[src/rtl/core_pkg.sv]
// Shared RV32I core definitions: opcode classes, load funct3 encodings and the
// writeback-select stage state type.
package core_pkg;

  localparam logic [6:0] OP_JAL    = 7'b1101111;
  localparam logic [6:0] OP_JALR   = 7'b1100111;
  localparam logic [6:0] OP_LOAD   = 7'b0000011;
  localparam logic [6:0] OP_STORE  = 7'b0100011;
  localparam logic [6:0] OP_BRANCH = 7'b1100011;

  localparam logic [2:0] F3_LB  = 3'b000;
  localparam logic [2:0] F3_LH  = 3'b001;
  localparam logic [2:0] F3_LW  = 3'b010;
  localparam logic [2:0] F3_LBU = 3'b100;
  localparam logic [2:0] F3_LHU = 3'b101;

  typedef enum logic [0:0] {WB_IDLE, WB_WAIT_LOAD} wb_state_e;

  // Stores and branches retire without touching the register file.
  function automatic logic op_writes_rf(input logic [6:0] op);
    return (op != OP_STORE) && (op != OP_BRANCH);
  endfunction

endpackage

[src/rtl/load_extend.sv]
// Load data aligner / extender (combinational).
// Ports:
//   rdata  - raw aligned memory word
//   funct3 - load size/sign (LB/LH/LW/LBU/LHU, others treated as LW)
//   off    - byte offset within the word (load address [1:0])
//   ext    - aligned, sign- or zero-extended result
module load_extend
  import core_pkg::*;
#(
  parameter int unsigned XLEN = 32
) (
  input  logic [XLEN-1:0] rdata,
  input  logic [2:0]      funct3,
  input  logic [1:0]      off,
  output logic [XLEN-1:0] ext
);

  logic [31:0] word;
  logic [7:0]  byte_sel;
  logic [15:0] half_sel;

  always_comb begin
    word     = rdata[31:0];
    byte_sel = word[{off, 3'b000} +: 8];
    // Halfword loads use only off[1]; off[0] is ignored.
    half_sel = off[1] ? word[31:16] : word[15:0];

    case (funct3)
      F3_LB:   ext = XLEN'($signed(byte_sel));
      F3_LBU:  ext = XLEN'(byte_sel);
      F3_LH:   ext = XLEN'($signed(half_sel));
      F3_LHU:  ext = XLEN'(half_sel);
      default: ext = XLEN'($signed(word));
    endcase
  end

endmodule

[src/rtl/wb_sel_stage.sv]
// Registered writeback-select stage between EX/MEM and the register file.
// Selects ALU result, PC+4 or extended load data and presents one registered
// register-file write per retired instruction. Loads hold ex_ready low until
// mem_rvalid returns.
// Optional: define WB_LOAD_TIMEOUT_EN to abandon a load after LOAD_TIMEOUT
// cycles without mem_rvalid (no write, one-cycle load_fault pulse).
// Ports:
//   clk, rst_n                 - clock, async active-low reset
//   ex_valid/ex_ready/flush    - EX handshake; flush kills the offered instr
//   ex_opcode/funct3/rd        - instruction decode fields
//   ex_alu_out, ex_pc_next     - ALU result (load address), link value
//   mem_rvalid, mem_rdata      - load response
//   wb_we, wb_rd, wb_data      - registered register-file write
//   load_fault                 - load timeout pulse
module wb_sel_stage
  import core_pkg::*;
#(
  parameter int unsigned XLEN         = 32,
  parameter int unsigned RA_W         = 5,
  parameter int unsigned LOAD_TIMEOUT = 16
) (
  input  logic            clk,
  input  logic            rst_n,
  input  logic            ex_valid,
  output logic            ex_ready,
  input  logic            flush,
  input  logic [6:0]      ex_opcode,
  input  logic [2:0]      ex_funct3,
  input  logic [RA_W-1:0] ex_rd,
  input  logic [XLEN-1:0] ex_alu_out,
  input  logic [XLEN-1:0] ex_pc_next,
  input  logic            mem_rvalid,
  input  logic [XLEN-1:0] mem_rdata,
  output logic            wb_we,
  output logic [RA_W-1:0] wb_rd,
  output logic [XLEN-1:0] wb_data,
  output logic            load_fault
);

  wb_state_e       state_q, state_d;
  logic [RA_W-1:0] ld_rd_q, ld_rd_d;
  logic [2:0]      ld_f3_q, ld_f3_d;
  logic [1:0]      ld_off_q, ld_off_d;
  logic            wb_we_q, wb_we_d;
  logic [RA_W-1:0] wb_rd_q, wb_rd_d;
  logic [XLEN-1:0] wb_data_q, wb_data_d;
  logic [XLEN-1:0] ld_ext;
  logic            accept;
  logic [XLEN-1:0] sel_data;

`ifdef WB_LOAD_TIMEOUT_EN
  localparam int unsigned CntW = $clog2(LOAD_TIMEOUT + 1);
  logic [CntW-1:0] cnt_q, cnt_d;
  logic            fault_q, fault_d;
`else
  logic unused_timeout;
  assign unused_timeout = (LOAD_TIMEOUT == 0);
`endif

  load_extend #(
    .XLEN(XLEN)
  ) u_load_extend (
    .rdata (mem_rdata),
    .funct3(ld_f3_q),
    .off   (ld_off_q),
    .ext   (ld_ext)
  );

  assign accept   = ex_valid & ex_ready & ~flush;
  assign sel_data = ((ex_opcode == OP_JAL) || (ex_opcode == OP_JALR)) ? ex_pc_next : ex_alu_out;

  always_comb begin
    state_d   = state_q;
    ld_rd_d   = ld_rd_q;
    ld_f3_d   = ld_f3_q;
    ld_off_d  = ld_off_q;
    wb_we_d   = 1'b0;
    wb_rd_d   = wb_rd_q;
    wb_data_d = wb_data_q;
    ex_ready  = (state_q == WB_IDLE);
`ifdef WB_LOAD_TIMEOUT_EN
    cnt_d     = cnt_q;
    fault_d   = 1'b0;
`endif

    unique case (state_q)
      WB_IDLE: begin
        if (accept) begin
          if (ex_opcode == OP_LOAD) begin
            ld_rd_d  = ex_rd;
            ld_f3_d  = ex_funct3;
            ld_off_d = ex_alu_out[1:0];
            state_d  = WB_WAIT_LOAD;
`ifdef WB_LOAD_TIMEOUT_EN
            cnt_d    = '0;
`endif
          end else begin
            wb_we_d   = op_writes_rf(ex_opcode) && (ex_rd != '0);
            wb_rd_d   = ex_rd;
            wb_data_d = sel_data;
          end
        end
      end
      WB_WAIT_LOAD: begin
        // flush is deliberately ignored here: an issued load always completes.
        if (mem_rvalid) begin
          wb_we_d   = (ld_rd_q != '0);
          wb_rd_d   = ld_rd_q;
          wb_data_d = ld_ext;
          state_d   = WB_IDLE;
        end
`ifdef WB_LOAD_TIMEOUT_EN
        else if (cnt_q == CntW'(LOAD_TIMEOUT - 1)) begin
          state_d = WB_IDLE;
          fault_d = 1'b1;
        end else begin
          cnt_d = cnt_q + 1'b1;
        end
`endif
      end
      default: state_d = WB_IDLE;
    endcase
  end

  always_ff @(posedge clk or negedge rst_n) begin
    if (!rst_n) begin
      state_q   <= WB_IDLE;
      ld_rd_q   <= '0;
      ld_f3_q   <= '0;
      ld_off_q  <= '0;
      wb_we_q   <= 1'b0;
      wb_rd_q   <= '0;
      wb_data_q <= '0;
    end else begin
      state_q   <= state_d;
      ld_rd_q   <= ld_rd_d;
      ld_f3_q   <= ld_f3_d;
      ld_off_q  <= ld_off_d;
      wb_we_q   <= wb_we_d;
      wb_rd_q   <= wb_rd_d;
      wb_data_q <= wb_data_d;
    end
  end

`ifdef WB_LOAD_TIMEOUT_EN
  always_ff @(posedge clk or negedge rst_n) begin
    if (!rst_n) begin
      cnt_q   <= '0;
      fault_q <= 1'b0;
    end else begin
      cnt_q   <= cnt_d;
      fault_q <= fault_d;
    end
  end

  assign load_fault = fault_q;
`else
  assign load_fault = 1'b0;
`endif

  assign wb_we   = wb_we_q;
  assign wb_rd   = wb_rd_q;
  assign wb_data = wb_data_q;

endmodule

[config.mk]
export PLATFORM = sky130hd
export DESIGN_NAME = wb_sel_stage
export DESIGN_NICKNAME = d
export VERILOG_FILES = /design/src/rtl/core_pkg.sv /design/src/rtl/load_extend.sv /design/src/rtl/wb_sel_stage.sv
export SDC_FILE = /design/constraint.sdc
export NUM_CORES = 1
export LEC_CHECK = 0
export BUFFER_PORTS_ARGS = -buffer_cell sky130_fd_sc_hd__buf_2
export CAP_MARGIN = 40
export CORE_AREA = 2 2 83 105
export DETAILED_ROUTE_END_ITERATION = 8
export DIE_AREA = 0 0 85 107
export PLACE_DENSITY = 0.78
export SLEW_MARGIN = 15
export SYNTH_ARGS = -nofsm -noshare
export SYNTH_HDL_FRONTEND = slang
export SYNTH_SLANG_ARGS = --single-unit
[constraint.sdc]
create_clock -name clk -period 2.18 [get_ports clk]
set_input_delay 0.436 -clock clk [delete_from_list [all_inputs] [get_ports clk]]
set_output_delay 0.436 -clock clk [all_outputs]
set_load 0.1 [all_outputs]
# Word-level counts from Yosys, hierarchy flattened
# Cells that the tools add are included.
dict set report word_totals {
  out_inout_bits 40
  ramBits 0
  latch_bits 0
  ff_bits 49
  wordCells 50
  mem_count 0
  mem_bits_ro 0
  input_bits 116
}
dict set report classes {
  addsub 0
  n_shift 1
  n_bitwise 4
  div 0
  n_mul 0
  eq_ne 11
  n_mux 19
  order_cmp 0
  n_reduce_logical 8
}
# op count
set op_table {}
lappend op_table {{32-bit two-way mux} 4}
lappend op_table {{32-bit one-hot mux with 4 select lines} 1}
lappend op_table {{32-bit one-hot mux with 2 select lines} 1}
lappend op_table {{32-bit by 6-bit variable part select with 8-bit output} 1}
lappend op_table {{16-bit two-way mux} 1}
lappend op_table {{5-bit two-way mux} 3}
lappend op_table {{7-bit == test, second input constant} 2}
lappend op_table {{5-bit one-hot mux with 2 select lines} 1}
lappend op_table {{5-bit nonzero test} 2}
lappend op_table {{7-bit by 2-bit == test with 1-bit output, second input constant} 1}
lappend op_table {{7-bit by 6-bit inequality test with 1-bit output, second input constant} 1}
lappend op_table {{7-bit inequality test, second input constant} 1}
lappend op_table {{3-bit == test, second input constant} 2}
lappend op_table {{1-bit two-way mux} 6}
lappend op_table {{3-bit AND reduction} 2}
lappend op_table {{2-bit inequality test, second input constant} 2}
lappend op_table {{1-bit one-hot mux with 2 select lines} 2}
lappend op_table {{3-bit by 1-bit == test with 1-bit output, second input constant} 1}
lappend op_table {{3-bit logical NOT} 1}
lappend op_table {{1-bit bitwise AND} 2}
lappend op_table {{1-bit logical AND} 2}
lappend op_table {{2-bit by 1-bit inequality test with 1-bit output, second input constant} 1}
lappend op_table {{1-bit inverter} 2}
lappend op_table {{1-bit logical OR} 1}

# Longest topological paths before layout
dict set report logic_depth {
  ltp_word 6
  ltp_mapped 6
  depth_no_buf 4
}

# By module
# From an unflattened synthesis, not the netlist that was laid out.
dict set report unflattened {
  hier_cells 406
  hier_area_um2 3807.4
}
# mod n_inst cells_per_inst area_per_inst_um2 seq_area_each_um2
set by_module_without_submodules {}
lappend by_module_without_submodules {wb_sel_stage 1 310 2961.6 1226.2}
lappend by_module_without_submodules {load_extend 1 96 845.8 0.0}

# Worst setup path after synthesis
# No wires, ideal clock.
dict set report synth_path {
  path_kind {in2reg}
  start {input ex_opcode[3]}
  end {register wb_data_q[10], in the netlist wb_data[10]}
  setup_ps 139
  t_arrival_ps 1607
  path_slack_ps 434
  required_ps 2041
  n_path_buf 1
  cell_stages 5
  path_cell_list {or4_4 -> o21a_1 -> clkbuf_1 -> nor3_1 -> a41oi_1}
}
dict set report synth_between {
  elab_chain_cells 6
  word_cells_on_any_way 10
  classes_between {eq/ne (4); mux (4); reduce/logical (2)}
}
# item line_no
set synth_lines {}
lappend synth_lines {{start: declaration} wb_sel_stage.sv:27} ;# input logic [6:0] ex_opcode,
lappend synth_lines {{7-bit == test} wb_sel_stage.sv:70} ;# assign sel_data = ((ex_opcode == OP_JAL) || (ex_opcode == OP_JALR)) ? ex_pc_next : ex_alu_out;
lappend synth_lines {{1-bit logical OR} wb_sel_stage.sv:70}
lappend synth_lines {{32-bit two-way mux} wb_sel_stage.sv:70}
lappend synth_lines {{32-bit two-way mux} wb_sel_stage.sv:89} ;# if (ex_opcode == OP_LOAD) begin
lappend synth_lines {{32-bit two-way mux} wb_sel_stage.sv:88} ;# if (accept) begin
lappend synth_lines {{32-bit one-hot mux with 2 select lines} wb_sel_stage.sv:86} ;# unique case (state_q)
lappend synth_lines {{end signal: assignment} wb_sel_stage.sv:141} ;# wb_data_q <= wb_data_d;
lappend synth_lines {{end: declaration} wb_sel_stage.sv:46} ;# logic [XLEN-1:0] wb_data_q, wb_data_d;
# Parallel ways exist; a longest one is shown, timed or not. The select of a mux whose other input is x is not followed.
# A chain may end at the register's enable or synchronous reset.

# Worst setup path in the final report
dict set report layout_path {
  start {register ld_off_q[1]}
  end {register wb_data_q[1], in the netlist wb_data[1]}
}
dict set report layout_between {
  elab_chain_cells 4
  word_cells_on_any_way 5
  classes_between {shift (1); mux (4)}
}
# item line_no
set layout_lines {}
lappend layout_lines {{start: declaration} wb_sel_stage.sv:43} ;# logic [1:0] ld_off_q, ld_off_d;
lappend layout_lines {{start signal: assignment} wb_sel_stage.sv:138} ;# ld_off_q <= ld_off_d;
lappend layout_lines {{32-bit by 6-bit variable part select with 8-bit output or 16-bit two-way mux (tied branches)} {load_extend.sv:24, load_extend.sv:26}}
lappend layout_lines {{32-bit one-hot mux with 4 select lines (*)} load_extend.sv:28} ;# case (funct3)
lappend layout_lines {{32-bit two-way mux (*)} wb_sel_stage.sv:106} ;# if (mem_rvalid) begin
lappend layout_lines {{32-bit one-hot mux with 2 select lines (*)} wb_sel_stage.sv:86}
# Every way passes the cells marked *; elsewhere a longest branch is shown, timed or not. The select of a mux whose other input is x is not followed.

==> impl_metrics.csv <==
group,metric,value,unit
run_status,status,"complete, no violations",
synthesis,synth_edf_count,0,
global_routing,grt_use_met2,44.3,%
finish,drive_gt1_share,40.7,%
pwr,power_leakage,2.09,nW
drt,finalWirelength,11.8,mm
timing,fin_skew,13.6,ps
placed_design,post-dp-hpwl,9.28,mm
worst_setup_path,start_kind,"flip-flop",
pwr,power_density,675,mW/mm²
global_routing,antenna_found_initial,0,
floorplanning,die-area,0.00910,mm²
worst_setup_path,path_buf_inv,2,
job,max_cap_viol_count,0,
placed_design,routabilityCongestion,0.963,
pwr,p_switching,0.00152,W
worst_setup_path,path_cells,"buf_4 -> buf_4 -> o21ai_0 -> a221oi_1 -> o41ai_1",
finish,regArea,0.00123,mm²
worst_setup_path,cp.arrival,2230,ps
timing,worst_slew_margin_rel,65.9,%
worst_setup_path,path_class,"reg2reg",
cts,clk_latency,320,ps
worst_hold_path,holdCritPathClass,"in2async",
floorplanning,die_h,107,µm
synthesis,ys.flop_type,"dfrtp_1",
floorplanning,io_pins,156,
timing,hold_viol,0,
finish,multi_input_area,0.00210,mm²
floorplanning,initial_core_util,43.8,%
cts,cts.htree.levels,2,
floorplanning,die_w,85,µm
drt,ant_nets,0,
timing,fin_tns_setup,0,ps
global_routing,gr-usage-met3,4.62,%
finish,filler_cell_count,740,
cts,clock-sinks,49,
pwr,p_sw_share,49.1,%
pwr,clkPwrFrac,18.2,%
global_routing,grt_pass1_vias,3807,
drt,drc,0,
timing,rsz0062_at_grt,"false",
drt,drtPass1Iterations,4,
synthesis,yosysUniqueCellTypes,52,
worst_setup_path,regToRegSetupSlack,150,ps
worst_setup_path,crit_path_max_incr_delay,540,ps
synthesis,yosys_warnings,0,
timing,slew_violations,0,
timing,period_needed,2030,ps
drt,first_iter_violations,194,
synthesis,syn_avg_cell_area,8.99,µm²
pwr,intPower,0.00157,W
cts,holdBufCountCts,0,
synthesis,synth_fp_nets,511,
worst_setup_path,cp_max_fo,14,
global_routing,grt-ovfl-total,0,
drt,avgRoutedWirePerCell,18.4,µm
pwr,p_total,0.00309,W
timing,holdWs,36.9,ps
synthesis,ys_ff_latch,49,
drt,avgViaCountPerCell,6.02,
synthesis,synthCells,395,
placed_design,dp.cells,631,
placed_design,io_buffers,154,
drt,num_vias,3872,
global_routing,grt_usage,25.9,%
pwr,combinationalPowerShare,46.3,%
floorplanning,row_count,37,
synthesis,async_reset_ff_share,100,%
pwr,power_frac_seq,35.5,%
finish,n_antenna_cell,0,
worst_setup_path,cp-end-kind,"flip-flop",
timing,worst-slew-pin-transition,511,ps
timing,finalSetupViolations,0,
cts,cts_buffers,5,
timing,max_freq,493,MHz
finish,syn2layout_area_growth,28.9,%
global_routing,grt_max_degree,31,
timing,fin_crit_sh,93.0,%
pwr,ir_worst_vdd,0.433,mV
global_routing,grt_use_met1,32.5,%
floorplanning,coreArea,0.00810,mm²
global_routing,grt_first_pass_wirelength,19.0,mm
synthesis,syn_area,0.00355,mm²
finish,nets,661,
finish,fin_cells,643,
worst_setup_path,cpMaxStageDelayCell,"dfrtp_1",
global_routing,gr-max-usage-layer,"met2",
cts,clkSlewWorstSetupHoldPaths,100,ps
worst_setup_path,cp.required,2380,ps
synthesis,ys_seq_area_share,34.5,%
worst_setup_path,crit_top_cell,"buf_4",
worst_setup_path,crit_family,"compound AO/OA/AOI/OAI gates",
cts,cts_tree,"done",
cts,cts-root-buf,"clkbuf_8",
cts,clock_tree.buffer_depth,2,
sequential cells by signal, indices dropped and copies added, names as in the netlist:
| signal | flops |
|---|---|
| state_q | 1 |
| wb_we | 1 |
| ld_off_q | 2 |
| ld_rd_q | 5 |
| wb_data | 32 |
| wb_rd | 5 |
| ld_f3_q | 3 |
metal layers:
| layer | part of all wire (%) | routed length, µm |
|---|---|---|
| met1 | 40 | 4760 |
| met2 | 50 | 5920 |
| met3 | 7.2 | 848 |
| met4 | 2.4 | 284 |
| met5 | 0 | 0 |
logic make-up (layout without fill, tap and decap cells):
family / count (synthesis) / after routing / share of synthesized area, %
other: 1 / 1 / 0.106
muxes: 22 / 22 / 6.56
buffers and inverters: 45 / 196 / 6.27
AOI/OAI and AO/OA: 128 / 128 / 29.7
DFF: 49 / 49 / 34.5
and+or+nand+nor: 150 / 150 / 22.8
what timing repair did:
action,4_1_cts,5_1_grt
setup buffers,0,4
setup endpoints to repair,0,5
gates resized for setup,0,1
power by group through the flow:
stage          Combinational [W]  Clock [W]  Sequential, W
3_3_place_gp             0.00140          0        0.00111
2_1_floorplan           0.000313          0        0.00187
6_report                 0.00143   0.000562        0.00110
3_5_place_dp             0.00142          0        0.00111
5_1_grt                  0.00149   0.000612        0.00111
4_1_cts                  0.00142   0.000569        0.00110
cells in the final DEF, fill, tap and decap left out, drive strengths merged, types with 5 or more instances in the layout:
cell	count
o21ai	38
a41oi	7
buf	184
nand3	41
a21o	12
dfrtp	49
a21boi	7
a31oi	5
clkbuf	6
mux2i	12
nor2	5
o41ai	20
mux2	10
and2	9
nand2	16
nor3	52
a221oi	20
nand2b	7
stage by stage:
step	instance area, µm²	worst slack, ps	utilization (%)
floorplan	3550	434	-
global placement	4460	259	55.0
detailed placement	4460	99.7	55.0
CTS	4550	110	56.1
global route	4580	14.1	56.5
finish	4580	153	56.5
cell usage after synthesis (all sizes together) (4+ instances only):
master / number / area, µm²
nand2b: 7 / 43.8
a21o: 12 / 90.1
clkbuf: 22 / 82.6
mux2i: 12 / 120
nor2: 5 / 26.3
buf: 19 / 125
and2: 9 / 56.3
a211o: 4 / 35.0
inv: 4 / 15.0
a31oi: 5 / 31.3
nor3: 52 / 260
dfrtp: 49 / 1230
a21boi: 7 / 52.6
o41ai: 20 / 250
nand4: 4 / 25.0
a221oi: 20 / 181
mux2: 10 / 113
nand3: 41 / 205
o21ai: 38 / 201
nand2: 16 / 60.1
a311o: 4 / 40.0
a41oi: 7 / 61.3
cell type report:
class	count	area share [%]
clock inverters	2	0.328
well taps	97	2.65
flip-flops and latches	49	26.8
clock buffers	6	1.59
repair buffers	184	22.4
multi-input cells	301	45.9
inverters	4	0.328
path summary, 6_finish.rpt:
kind / cells past startpoint / startpoint / end
min reg2reg: 2 / wb_data[2] / wb_data[2]
min: 1 / rst_n / wb_data[25]
max: 5 / ld_off_q[1] / wb_data[1]
min in group clk: 2 / mem_rvalid / state_q
max in group asynchronous: 2 / rst_n / wb_data[3]
max reg2reg: 5 / ld_off_q[1] / wb_data[1]
Note: power is estimated with default switching activity, not from simulation.
